File: src/rtl/frog_bank_if.sv
// Bundled config, run and readback signals for frog_bank.
// master drives the config/run/readback inputs; slave is the bank itself.
interface frog_bank_if #(
  parameter int N = 16,
  parameter int C = 4
);
  localparam int CW = (C > 1) ? $clog2(C) : 1;

  logic          cfg_start;
  logic [CW-1:0] cfg_ch;
  logic          cfg_bit_valid;
  logic          cfg_bit;
  logic          cfg_busy;
  logic          cfg_err;
  logic          run_en;
  logic [C-1:0]  out;
  logic [C-1:0]  lockup;
  logic [CW-1:0] rd_ch;
  logic [N-1:0]  rd_lfsr;
  logic [N-1:0]  rd_taps;

  modport master (
    output cfg_start, cfg_ch, cfg_bit_valid, cfg_bit, run_en, rd_ch,
    input  cfg_busy, cfg_err, out, lockup, rd_lfsr, rd_taps
  );

  modport slave (
    input  cfg_start, cfg_ch, cfg_bit_valid, cfg_bit, run_en, rd_ch,
    output cfg_busy, cfg_err, out, lockup, rd_lfsr, rd_taps
  );
endinterface

File: src/rtl/frog_bank.sv
// Multi-channel programmable LFSR bank with serial tap/seed loading and sticky lockup flags.
// Define LOCKUP_RECOVER_EN to make an all-zero channel reload 1 when it steps.
module frog_bank #(
  parameter int N      = 16,
  parameter int C      = 4,
  parameter bit GALOIS = 1'b0
) (
  input  logic        clk,
  input  logic        rst_n,
  frog_bank_if.slave  bus
);
  localparam int CW = (C > 1) ? $clog2(C) : 1;
  localparam int KW = $clog2(2 * N);

  typedef enum logic [1:0] {IDLE, LOAD, RUN} state_e;

  state_e        state_q, state_d;
  logic [N-1:0]  lfsr_q [C];
  logic [N-1:0]  lfsr_d [C];
  logic [N-1:0]  taps_q [C];
  logic [N-1:0]  taps_d [C];
  logic [CW-1:0] ch_q, ch_d;
  logic [KW-1:0] k_q, k_d;
  logic [C-1:0]  lockup_q, lockup_d;
  logic          cfg_err_q, cfg_err_d;
  logic          busy_q, busy_d;
  logic          start_ok;

  function automatic logic [N-1:0] step_fn(input logic [N-1:0] s, input logic [N-1:0] t);
    logic [N-1:0] r;
    if (GALOIS) r = (s >> 1) ^ (s[0] ? t : '0);
    else        r = {^(s & t), s[N-1:1]};
`ifdef LOCKUP_RECOVER_EN
    if (s == '0) r = {{(N-1){1'b0}}, 1'b1};
`endif
    return r;
  endfunction

  assign start_ok = bus.cfg_start && (int'(bus.cfg_ch) < C);

  always_comb begin
    state_d   = state_q;
    ch_d      = ch_q;
    k_d       = k_q;
    lockup_d  = lockup_q;
    cfg_err_d = 1'b0;
    for (int unsigned c = 0; c < C; c++) begin
      lfsr_d[c] = lfsr_q[c];
      taps_d[c] = taps_q[c];
    end

    case (state_q)
      IDLE, RUN: begin
        // A rejected cfg_start still pre-empts run_en: no step, state kept.
        if (bus.cfg_start) begin
          if (start_ok) begin
            state_d = LOAD;
            ch_d    = bus.cfg_ch;
            k_d     = '0;
          end else begin
            cfg_err_d = 1'b1;
          end
        end else if (bus.run_en) begin
          state_d = RUN;
          if (state_q == RUN) begin
            for (int unsigned c = 0; c < C; c++) begin
              if (lfsr_q[c] == '0) lockup_d[c] = 1'b1;
              lfsr_d[c] = step_fn(lfsr_q[c], taps_q[c]);
            end
          end
        end else begin
          state_d = IDLE;
        end
      end
      LOAD: begin
        if (bus.cfg_bit_valid) begin
          if (int'(k_q) < N) taps_d[ch_q] = {bus.cfg_bit, taps_q[ch_q][N-1:1]};
          else               lfsr_d[ch_q] = {bus.cfg_bit, lfsr_q[ch_q][N-1:1]};
          if (int'(k_q) == 2 * N - 1) begin
            state_d          = IDLE;
            lockup_d[ch_q]   = 1'b0;
          end else begin
            k_d = k_q + 1'b1;
          end
        end
      end
      default: state_d = IDLE;
    endcase

    busy_d = (state_d == LOAD);
  end

  always_ff @(posedge clk or negedge rst_n) begin
    if (!rst_n) begin
      state_q   <= IDLE;
      ch_q      <= '0;
      k_q       <= '0;
      lockup_q  <= '0;
      cfg_err_q <= 1'b0;
      busy_q    <= 1'b0;
      for (int unsigned c = 0; c < C; c++) begin
        lfsr_q[c] <= '0;
        taps_q[c] <= '0;
      end
    end else begin
      state_q   <= state_d;
      ch_q      <= ch_d;
      k_q       <= k_d;
      lockup_q  <= lockup_d;
      cfg_err_q <= cfg_err_d;
      busy_q    <= busy_d;
      for (int unsigned c = 0; c < C; c++) begin
        lfsr_q[c] <= lfsr_d[c];
        taps_q[c] <= taps_d[c];
      end
    end
  end

  assign bus.cfg_busy = busy_q;
  assign bus.cfg_err  = cfg_err_q;
  assign bus.lockup   = lockup_q;

  always_comb begin
    bus.out = '0;
    for (int unsigned c = 0; c < C; c++) bus.out[c] = lfsr_q[c][0];
  end

  always_comb begin
    bus.rd_lfsr = '0;
    bus.rd_taps = '0;
    if (int'(bus.rd_ch) < C) begin
      bus.rd_lfsr = lfsr_q[bus.rd_ch];
      bus.rd_taps = taps_q[bus.rd_ch];
    end
  end
endmodule

File: src/flat_wrapper.sv
// flat-port wrapper written by rule: the top's interface ports become plain ports
module frog_bank_flat 
#(
  parameter int N      = 16,
  parameter int C      = 4,
  parameter bit GALOIS = 1'b0
)
  (clk, rst_n, bus_cfg_start, bus_cfg_ch, bus_cfg_bit_valid, bus_cfg_bit, bus_run_en, bus_rd_ch, bus_cfg_busy, bus_cfg_err, bus_out, bus_lockup, bus_rd_lfsr, bus_rd_taps);
  frog_bank_if #(.N(N), .C(C)) bus_i ();
  input  logic clk;
  input  logic rst_n;
  input wire logic [$bits(bus_i.cfg_start)-1:0] bus_cfg_start;
  input wire logic [$bits(bus_i.cfg_ch)-1:0] bus_cfg_ch;
  input wire logic [$bits(bus_i.cfg_bit_valid)-1:0] bus_cfg_bit_valid;
  input wire logic [$bits(bus_i.cfg_bit)-1:0] bus_cfg_bit;
  input wire logic [$bits(bus_i.run_en)-1:0] bus_run_en;
  input wire logic [$bits(bus_i.rd_ch)-1:0] bus_rd_ch;
  output wire logic [$bits(bus_i.cfg_busy)-1:0] bus_cfg_busy;
  output wire logic [$bits(bus_i.cfg_err)-1:0] bus_cfg_err;
  output wire logic [$bits(bus_i.out)-1:0] bus_out;
  output wire logic [$bits(bus_i.lockup)-1:0] bus_lockup;
  output wire logic [$bits(bus_i.rd_lfsr)-1:0] bus_rd_lfsr;
  output wire logic [$bits(bus_i.rd_taps)-1:0] bus_rd_taps;
  assign bus_i.cfg_start = bus_cfg_start;
  assign bus_i.cfg_ch = bus_cfg_ch;
  assign bus_i.cfg_bit_valid = bus_cfg_bit_valid;
  assign bus_i.cfg_bit = bus_cfg_bit;
  assign bus_i.run_en = bus_run_en;
  assign bus_i.rd_ch = bus_rd_ch;
  assign bus_cfg_busy = bus_i.cfg_busy;
  assign bus_cfg_err = bus_i.cfg_err;
  assign bus_out = bus_i.out;
  assign bus_lockup = bus_i.lockup;
  assign bus_rd_lfsr = bus_i.rd_lfsr;
  assign bus_rd_taps = bus_i.rd_taps;
  frog_bank #(.N(N), .C(C), .GALOIS(GALOIS)) u_core (.clk(clk), .rst_n(rst_n), .bus(bus_i));
endmodule
File: config.mk
export PLATFORM = sky130hd
export DESIGN_NAME = frog_bank_flat
export DESIGN_NICKNAME = d
export VERILOG_FILES = /design/src/rtl/frog_bank_if.sv /design/src/rtl/frog_bank.sv /design/src/flat_wrapper.sv
export SDC_FILE = /design/constraint.sdc
export NUM_CORES = 1
export LEC_CHECK = 0
export CAP_MARGIN = 5
export CORE_MARGIN = 4
export CORE_UTILIZATION = 40
export CTS_CLUSTER_DIAMETER = 150
export CTS_CLUSTER_SIZE = 16
export DETAILED_ROUTE_END_ITERATION = 7
export DONT_BUFFER_PORTS = 1
export GPL_TIMING_DRIVEN = 0
export MAX_ROUTING_LAYER = met4
export PLACE_DENSITY = 0.51
export SYNTH_ARGS = -nofsm -noshare
export SYNTH_HDL_FRONTEND = slang
export SYNTH_SLANG_ARGS = --single-unit
File: constraint.sdc
create_clock -name clk -period 2.5 [get_ports clk]
set_input_delay 0.125 -clock clk [delete_from_list [all_inputs] [get_ports clk]]
set_output_delay 0.125 -clock clk [all_outputs]
set_load 0.005 [all_outputs]
==> results of run 1 <==
## repair_timing
item	in CTS	in global routing
endpoints found under the hold margin	150	142
gates resized for setup	1	6
pin swaps	0	1
gates cloned	0	0
setup endpoints to repair	30	32
buffers inserted	0	2
## where the power goes
| part | internal (uW) | total (uW) | switching (uW) |
|---|---|---|---|
| Clock | 1900 | 2940 | 1040 |
| Combinational | 1430 | 3370 | 1940 |
| Sequential | 2890 | 3720 | 835 |
## metrics by stage
step,total power [uW],TNS [ns]
floorplan,5880,0
detailed placement,7090,-1.61
finish,10000,0
global placement,7020,-0.636
CTS,10100,-1.89
global route,10600,-0.0178
## flip-flops by register name, indices dropped and copies added, names as in the netlist
| signal | count |
|---|---|
| u_core.state_q | 2 |
| u_core.bus.cfg_busy | 1 |
| u_core.ch_q | 2 |
| u_core.lfsr_q | 60 |
| u_core.taps_q | 64 |
| u_core.k_q | 5 |
| u_core.bus.out | 4 |
| u_core.bus.lockup | 4 |
## path summary, 6_finish.rpt
check / startpoint / slack (ns) / cells after the start / end
worst max register to register: u_core.state_q[1]$_DFF_PN0_ / 0.11 / 8 / u_core.taps_q[29]$_DFFE_PN0P_
max in group asynchronous: rst_n / 2.92 / 0 / u_core.lfsr_q[9]$_DFFE_PN0P_
worst max-delay path: u_core.state_q[1]$_DFF_PN0_ / 0.11 / 8 / u_core.taps_q[29]$_DFFE_PN0P_
worst min-delay path: rst_n / -0.60 / 0 / u_core.taps_q[17]$_DFFE_PN0P_
worst min register to register: u_core.taps_q[48]$_DFFE_PN0P_ / 0.55 / 1 / u_core.taps_q[48]$_DFFE_PN0P_
min in group clk: bus_cfg_start / 0.04 / 4 / u_core.lfsr_q[15]$_DFFE_PN0P_
## worst max-delay path: cells and delay by family (launching register included)
| family | cells | cell delay [ns] |
|---|---|---|
| adder cells (fa/ha/maj) | 1 | 0.17 |
| flip-flops | 1 | 0.44 |
| multiplexers | 1 | 0.37 |
| AND/OR/NAND/NOR | 3 | 0.68 |
| buffers and inverters | 3 | 0.60 |
## logic make-up (layout without fill, tap and decap cells)
logic type,count (synthesis),count (layout)
other,1,1
adders and majority gates,6,6
buffers and inverters,50,89
and+or+nand+nor,259,259
muxes,127,127
AOI/OAI and AO/OA,32,32
xor gates and xnor gates,62,62
DFF,142,142
## layer usage
metal / GRT usage / share of wire
met1: 0.296 / 0.44
met2: 0.337 / 0.48
met3: 0.0583 / 0.065
met4: 0.0592 / 0.019
met5: - / 0
## layout make-up
type | count | area share
timing repair buffer | 7 | 0.00736
clock buffer | 18 | 0.0496
inverter | 13 | 0.00552
sequential | 142 | 0.402
clock inverter | 14 | 0.0272
multi-input combinational | 487 | 0.447
buffer | 37 | 0.0249
tap | 260 | 0.0368
## placed cells by master, fill, tap and decap left out, drive strengths merged, types with 5 or more instances in the layout
cell,Yosys,final
nor2,11,11
xor2,18,18
clkbuf,9,30
mux2,80,80
nand3,50,50
nand2,170,170
dfrtp,142,142
ha,6,6
o21ai,15,15
dlygate4sd3,0,5
buf,28,27
clkinv,0,6
mux4,47,47
bufinv,0,6
xnor2,44,44
inv,13,13
nor4,16,16
==> impl_results.md, run 1 <==
* FF+latch count, synth at around 140
* Clock Skews at around 0.0095 ns
* Most frequent cell after synthesis: nand2_1
* Post-synth top area cell: dfrtp_1
* CP Data Arrival Time at 2.70 ns
* Fraction of layout cells with a size suffix above 1 at 0.274
* DR WL/cell at roughly 23 um
* Post-synthesis mux area share at 0.253
* Hold_ws at -0.599 ns
* Simple-gate share of the synthesized area at 0.147
* CTS HTree Levels at 4
* Netlist Area Pre-Place at 7750 um^2
* DR pass1 iterations at 8
* Ys flop type: dfrtp_1
* Die H at 147 um
* Worst-Skew Late Latency at 0.43 ns
* Die span in x at 147 um
* Vias/cell at 5.67
* Final non-filler cell total at approximately 1000
* Tot GR Track Use at 0.221
* HPWL Detailed at 16400 um
* Synth cell count leaders: nand2_1, dfrtp_1, mux2_2, nand3_1, mux4_2
* Final net count at 721
* Die ar. at 21700 um^2
* Root buf cell: clkbuf_16
* Inserted Diodes at 0
* Fin area at 8850 um^2
* PwrDens at approximately 1100 nW/um^2
* Pins Over Slew Limit at 0
* First-pass GRT wire length at 34900 um
* RePlAce Congestion at slightly above 0.9
* DR DRC count at 0
* Post-cts hold buffer count at 5
* FFs w/ async S/R, synth at 1.00
* Final Cycle Share at 0.956
* Worst path max stage delay at ~0.44 ns
* Max VDD drop at 0.000569 V
* Drt total wl at 22400 um
* Placed cells at 939
* EDFF count, synth at 0
* HP Class: input port to asynchronous set/reset pin
* Setup slack after placement at -0.0747 ns
* Num CTS Buffers at 17
* Top cell type's share of synthesized area at 0.458
* Register Area at 3550 um^2
* Worst Setup End Kind: flip-flop
* Synth Area in XOR/XNOR at 0.0701
* Num Clock Sinks at 142
* Post-Syn Instances at 679
* Setup violations, final at 0
* CTS tree: built
* Via count at 5545
* Worst Max-Slew Pin Slew at ~1.0 ns
* Synth area leaders: dfrtp_1, mux4_2, mux2_2
* Area of the multi-input gates at ~4000 um^2
* Final Util at 0.468
* Startpoint Class: flip-flop
* Fillers at 1760
* I/O pin cnt at 52
* Violated checks: negative hold slack
* Required time of the worst setup path at between 2 and 3 ns
* Placed Area at 8080 um^2
* Largest net degree at the start of global routing at 143
* Syn avg cell area at 11.4 um^2
* Final hold viol count at about 140
* Main combinational cell family by area after synthesis: multiplexers
* CP Max Fanout at 10
* CTS max path bufs at 2
* Routed Antenna Nets at 0
* Grt ovf at 0
* Slew headroom at 0.322
* Synth Area in Compound Gates at 0.0279
* Clk pin slew, worst setup/hold paths at 0.06 ns
* Initial Util at 0.410
* Core Region at between 15000 and 20000 um^2
* Initial antenna violation count at 0
* Status: complete, but fails checks
* Slowest cell on the critical path: dfrtp_1
* RSZ-0062 raised after global routing: true
* Synth Net Count at roughly 700
* Port bufs at 0
* Fmax at 418 MHz
* Yosys warns at 0
* Max-cap viol count at 0
* Worst setup path class: flip-flop to flip-flop
* Crit path cell chain: inv_1 > ha_1 > buf_6 > nor2b_4 > nand2_1 > nor2_4 > clkbuf_4 > mux2_2
* Final worst setup slack at between 0.1 and 0.15 ns
* Site Rows at 50
* Iter 0 DRT Violations at 625
* Adder-Cell Fraction of Synth Area at 0.00969
* Min Tclk post-route at 2.39 ns
* Yosys cell types at 39
* Leakage at 0.00397 uW
* Area added between synthesis and finish at 14.1%
* Register area share after synthesis at 0.458
* Via count of the first global-routing pass at 5658
(Power assumes the default switching activity.)
==> inputs of run 2 (changes only) <==
- CORE_UTILIZATION: 40 -> 44
- PLACE_DENSITY: 0.51 -> 0.66
==> impl_results.md, run 2 (synthesis results as in run 1) <==
* Status: complete, but fails checks (unchanged)
* Violated checks: negative hold slack (unchanged)
* DR DRC count at 0 (unchanged)
* Routed Antenna Nets at 0 (unchanged)
* RePlAce Congestion at 0.991 (was 0.933)
* Setup slack after placement at -0.0282 ns (was -0.0747 ns)
* Final non-filler cell total at 943 (was 978)
* HP Class: input port to asynchronous set/reset pin (unchanged)
* Final net count at 721 (unchanged)
* Most flop-heavy register: u_core.taps_q (unchanged)
* Worst setup path class: flip-flop to flip-flop (unchanged)
* Slowest cell on the critical path: buf_1 (was dfrtp_1)
* Port bufs at 0 (unchanged)
* Post-cts hold buffer count at 5 (unchanged)
* R2r setup slk at 0.13 ns (was 0.11 ns)
* Core Region at 17300 um^2 (was 18900 um^2)
* Worst Max-Slew Pin Slew at 0.850 ns (was 1.02 ns)
* DR WL/cell at 22.7 um (was 22.9 um)
* Drt total wl at 21400 um (was 22400 um)
* Clock Skews at 0.0132 ns (was 0.00946 ns)
* First-pass GRT wire length at 33800 um (was 34900 um)
* Final Cycle Share at 0.949 (was 0.956)
* Die H at 141 um (was 147 um)
* Initial Util at 0.448 (was 0.410)
* Placed Area at 8030 um^2 (was 8080 um^2)
* Max-cap viol count at 0 (unchanged)
* Num Clock Sinks at 142 (unchanged)
* CP bufs+invs at 2 (was 3)
* Kind of cell adding the most delay to the critical path: buffers and inverters (was simple AND/OR/NAND/NOR gates)
* Pins Over Slew Limit at 0 (unchanged)
* Iter 0 DRT Violations at 658 (was 625)
* Placed cells at 904 (was 939)
* Leakage at 0.00391 uW (was 0.00397 uW)
* Worst Setup End Kind: flip-flop (unchanged)
* Top Registers: u_core.taps_q (64), u_core.lfsr_q (60), u_core.k_q (5) (unchanged)
* CP Max Fanout at 10 (unchanged)
* Setup violations, final at 0 (unchanged)
* Via count of the first global-routing pass at 5776 (was 5658)
* Max VDD drop at 0.000566 V (was 0.000569 V)
* Tot GR Track Use at 0.231 (was 0.221)
* Worst path max stage delay at 0.65 ns (was 0.44 ns)
* Via count at 5560 (was 5545)
* CTS tree: built (unchanged)
* HPWL Detailed at 15600 um (was 16400 um)
* Largest net degree at the start of global routing at 143 (unchanged)
* Die span in x at 141 um (was 147 um)
* Initial antenna violation count at 1 (was 0)
* Num CTS Buffers at 17 (unchanged)
* PwrDens at 1090 nW/um^2 (was 1130 nW/um^2)
* Max reg flops at 64 (unchanged)
* Root buf cell: clkbuf_16 (unchanged)
* Commonest non-fill, non-tap cell in the layout: nand2_1 (unchanged)
* RSZ-0062 raised after global routing: false (was true)
* Grt ovf at 0 (unchanged)
* I/O pin cnt at 52 (unchanged)
* Slew headroom at 0.433 (was 0.322)
* Crit path cell chain: buf_2 > buf_1 > mux4_2 > mux2_2 (was inv_1 > ha_1 > buf_6 > nor2b_4 > nand2_1 > nor2_4 > clkbuf_4 > mux2_2)
* Startpoint Class: flip-flop (unchanged)
* DR pass1 iterations at 5 (was 8)
* Commonest non-fill, non-tap cells in the layout: nand2_1, dfrtp_1, mux2_2 (unchanged)
* Fmax at 421 MHz (was 418 MHz)
* Final worst setup slack at 0.126 ns (was 0.110 ns)
* CTS HTree Levels at 4 (unchanged)
* Final Util at 0.501 (was 0.468)
* CTS max path bufs at 2 (unchanged)
* Fraction of layout cells with a size suffix above 1 at 0.268 (was 0.274)
* Min Tclk post-route at 2.37 ns (was 2.39 ns)
* Die ar. at 19800 um^2 (was 21700 um^2)
* Site Rows at 48 (was 50)
* Required time of the worst setup path at 2.80 ns (was 2.81 ns)
* Worst-Skew Late Latency at 0.43 ns (about the same)
* Area added between synthesis and finish at 11.8% (was 14.1%)
* CP Data Arrival Time at 2.68 ns (was 2.70 ns)
* Fin area at 8670 um^2 (was 8850 um^2)
* Clk pin slew, worst setup/hold paths at 0.06 ns (about the same)
* Final hold viol count at 142 (unchanged)
* Vias/cell at 5.90 (was 5.67)
* Hold_ws at -0.602 ns (was -0.599 ns)
run 2: where the power goes:
part           internal, uW  switching (uW)  leakage [uW]
logic                  1430            1930       0.00173
registers              2890             841       0.00191
clock network          1430             941      0.000270
total                  5760            3720       0.00391
run 2: routing by layer:
layer  vias to the layer above  global-route usage  wire [um]
met1                      2854               0.291       8740
met4                         0              0.0699        439
met5                         -                   -          0
li1                       2442                   -          -
met3                        34              0.0655       1590
met2                       230               0.366      10600
run 2: timing repair:
item / CTS / global route
hold endpoints to repair: 150 / 142
pin swaps: 0 / 1
endpoints found under the setup margin: 14 / 22
resized for setup: 1 / 6
gates cloned: 0 / 0
setup buffers: 0 / 2
run 2: area by class of cell:
class                           instances  area (um^2)
Fill cell                            1522         8630
Inverter                               13         48.8
Timing Repair Buffer                    7         65.1
Clock buffer                           24          482
Antenna cell                            1         2.50
Multi-Input combinational cell        487         3950
Sequential cell                       142         3550
Buffer                                 37          220
Tap cell                              225          282
Clock inverter                          7         62.6
run 2: path summary, 6_finish.rpt:
check | startpoint | to | cells after the start
min in group clk | bus_cfg_start | u_core.k_q[2]$_DFFE_PN0P_ | 3
max in group asynchronous | rst_n | u_core.lfsr_q[42]$_DFFE_PN0P_ | 0
hold reg to reg | u_core.taps_q[16]$_DFFE_PN0P_ | u_core.taps_q[16]$_DFFE_PN0P_ | 1
setup / recovery | u_core.ch_q[1]$_DFFE_PN0P_ | u_core.taps_q[44]$_DFFE_PN0P_ | 4
hold / removal | rst_n | u_core.lfsr_q[21]$_DFFE_PN0P_ | 0
setup reg to reg | u_core.ch_q[1]$_DFFE_PN0P_ | u_core.taps_q[44]$_DFFE_PN0P_ | 4
run 2: stage by stage:
step           power, uW  TNS [ns]
3_5_place_dp        7020    -0.211
4_1_cts             9420    -0.385
6_report            9470         0
2_1_floorplan       5880         0
5_1_grt             9950         0
3_3_place_gp        6900         0
==> inputs of run 3 (changes only) <==
- CORE_ASPECT_RATIO: unset -> 0.7
- CTS_BUF_LIST: unset -> sky130_fd_sc_hd__clkbuf_4
==> impl_results.md, run 3 (synthesis results as in run 1) <==
* Required time of the worst setup path at 2.96 ns (was 2.80 ns)
* Setup slack after placement at -0.0115 ns (was -0.0282 ns)
* CTS tree: built (unchanged)
* First-pass GRT wire length at 34500 um (was 33800 um)
* Placed Area at 8040 um^2 (was 8030 um^2)
* Initial Util at 0.450 (was 0.448)
* Worst setup path class: flip-flop to flip-flop (unchanged)
* Commonest non-fill, non-tap cells in the layout: nand2_1, dfrtp_1, mux2_2 (unchanged)
* HP Class: input port to asynchronous set/reset pin (unchanged)
* Fin area at 8470 um^2 (was 8670 um^2)
* Inserted Diodes at 0 (was 1)
* Iter 0 DRT Violations at 648 (was 658)
* Die ar. at 19800 um^2 (about the same)
* Commonest non-fill, non-tap cell in the layout: nand2_1 (unchanged)
* Site Rows at 40 (was 48)
* I/O pin cnt at 52 (unchanged)
* CP Max Fanout at 10 (unchanged)
* Via count at 5667 (was 5560)
* Post-cts hold buffer count at 9 (was 5)
* Num CTS Buffers at 17 (unchanged)
* Final hold viol count at 142 (unchanged)
* Final worst setup slack at 0.0648 ns (was 0.126 ns)
* Worst Max-Slew Pin Slew at 0.950 ns (was 0.850 ns)
* Initial antenna violation count at 0 (was 1)
* DR DRC count at 0 (unchanged)
* Die span in x at 167 um (was 141 um)
* Final Util at 0.492 (was 0.501)
* Fraction of layout cells with a size suffix above 1 at 0.274 (was 0.268)
* Leakage at 0.00383 uW (was 0.00391 uW)
* Min Tclk post-route at 2.44 ns (was 2.37 ns)
* Final Cycle Share at 0.974 (was 0.949)
* Max reg flops at 64 (unchanged)
* DR pass1 iterations at 5 (unchanged)
* Violated checks: negative hold slack (unchanged)
* Clock Skews at 0.0142 ns (was 0.0132 ns)
* Via count of the first global-routing pass at 5649 (was 5776)
* Power, Total at 8580 uW (was 9470 uW)
* Drt total wl at 22200 um (was 21400 um)
* Setup violations, final at 0 (unchanged)
* Hold_ws at -0.759 ns (was -0.602 ns)
* DR WL/cell at 23.2 um (was 22.7 um)
* Max VDD drop at 0.000468 V (was 0.000566 V)
* Top Registers: u_core.taps_q (64), u_core.lfsr_q (60), u_core.k_q (5) (unchanged)
* Pins Over Slew Limit at 0 (unchanged)
* Status: complete, but fails checks (unchanged)
* Clk pin slew, worst setup/hold paths at 0.13 ns (was 0.06 ns)
* Fmax at 411 MHz (was 421 MHz)
* Tot GR Track Use at 0.236 (was 0.231)
* HPWL Detailed at 16500 um (was 15600 um)
* Vias/cell at 5.92 (was 5.90)
* Num Clock Sinks at 142 (unchanged)
* Routed Antenna Nets at 0 (unchanged)
* PwrDens at 1010 nW/um^2 (was 1090 nW/um^2)
* RePlAce Congestion at 0.995 (was 0.991)
* Worst-Skew Late Latency at 0.57 ns (was 0.43 ns)
* CTS HTree Levels at 4 (unchanged)
* CP Data Arrival Time at 2.89 ns (was 2.68 ns)
* Startpoint Class: flip-flop (unchanged)
* Worst Setup End Kind: flip-flop (unchanged)
* Largest net degree at the start of global routing at 143 (unchanged)
* Die H at 119 um (was 141 um)
* Slew headroom at 0.366 (was 0.433)
* RSZ-0062 raised after global routing: false (unchanged)
* Final net count at 729 (was 721)
* Area added between synthesis and finish at 9.33% (was 11.8%)
* Core Region at 17200 um^2 (was 17300 um^2)
* Port bufs at 0 (unchanged)
* Max-cap viol count at 0 (unchanged)
* CTS max path bufs at 2 (unchanged)
* Grt ovf at 0 (unchanged)
* Root buf cell: clkbuf_4 (was clkbuf_16)
* Most flop-heavy register: u_core.taps_q (unchanged)
run 3: cell count changes in the layout (fill, tap and decap cells not counted), moves of 2 or more:
cell           before  now
clkbuf_16          17    0
clkbuf_4            3   20
buf_4               8   12
clkbuf_1           13    9
clkinv_4            0    4
dlygate4sd3_1       5    9
clkbuf_8            3    0
clkinv_1            0    2
run 3: through the flow:
| stage | instances | setup TNS, ns | hold slack, ns |
|---|---|---|---|
| 4_1_cts | 951 | -0.946 | -0.810 |
| 3_3_place_gp | 910 | 0 | -0.165 |
| 6_report | 957 | 0 | -0.759 |
| 3_5_place_dp | 910 | -0.0705 | -0.166 |
| 5_1_grt | 957 | 0 | -0.829 |
| 2_1_floorplan | 679 | 0 | -0.171 |
run 3: per-layer routing:
metal	vias up	share of wire	track usage
met2	254	0.44	0.333
met5	-	0	-
li1	2466	-	-
met1	2917	0.45	0.347
met4	0	0.015	0.0583
met3	30	0.091	0.0571
run 3: critical path, stage by stage (launching register included):
cell      delay, ns
dfrtp_1        0.45
inv_1          0.11
ha_1           0.17
buf_6          0.13
nor2b_4        0.17
nand2_1        0.20
nor2_4         0.36
clkbuf_4       0.36
mux2_2         0.37
run 3: report_power, final:
group / leakage, uW / internal [uW] / switching (uW)
sequential: 0.00191 / 2880 / 853
combinational: 0.00177 / 1470 / 1890
clock: 0.000147 / 586 / 897
run 3: path summary, 6_finish.rpt:
check	endpoint	cells after the start	slack, ns	startpoint
worst max-delay path	u_core.taps_q[39]$_DFFE_PN0P_	8	0.06	u_core.state_q[1]$_DFF_PN0_
worst min-delay path	u_core.taps_q[35]$_DFFE_PN0P_	0	-0.76	rst_n
worst max register to register	u_core.taps_q[39]$_DFFE_PN0P_	8	0.06	u_core.state_q[1]$_DFF_PN0_
worst min register to register	u_core.taps_q[32]$_DFFE_PN0P_	1	0.56	u_core.taps_q[32]$_DFFE_PN0P_
max in group asynchronous	u_core.lfsr_q[3]$_DFFE_PN0P_	0	3.01	rst_n
min in group clk	u_core.bus.lockup[1]$_DFFE_PN0P_	5	0.06	bus_run_en
run 3: timing repair:
action / 4_1_cts / 5_1_grt
gates resized for setup: 0 / 9
hold endpoints to repair: 161 / 142
setup endpoints to repair: 24 / 36
pin swaps: 0 / 1
setup buffers: 0 / 6
run 3: final cells by class:
type	instances	area [um^2]
clock buffer	17	128
inverter	13	48.8
buffer	37	220
tap	231	289
multi-input combinational	487	3950
fill	1550	8740
clock inverter	15	146
timing repair buffer	15	135
sequential	142	3550
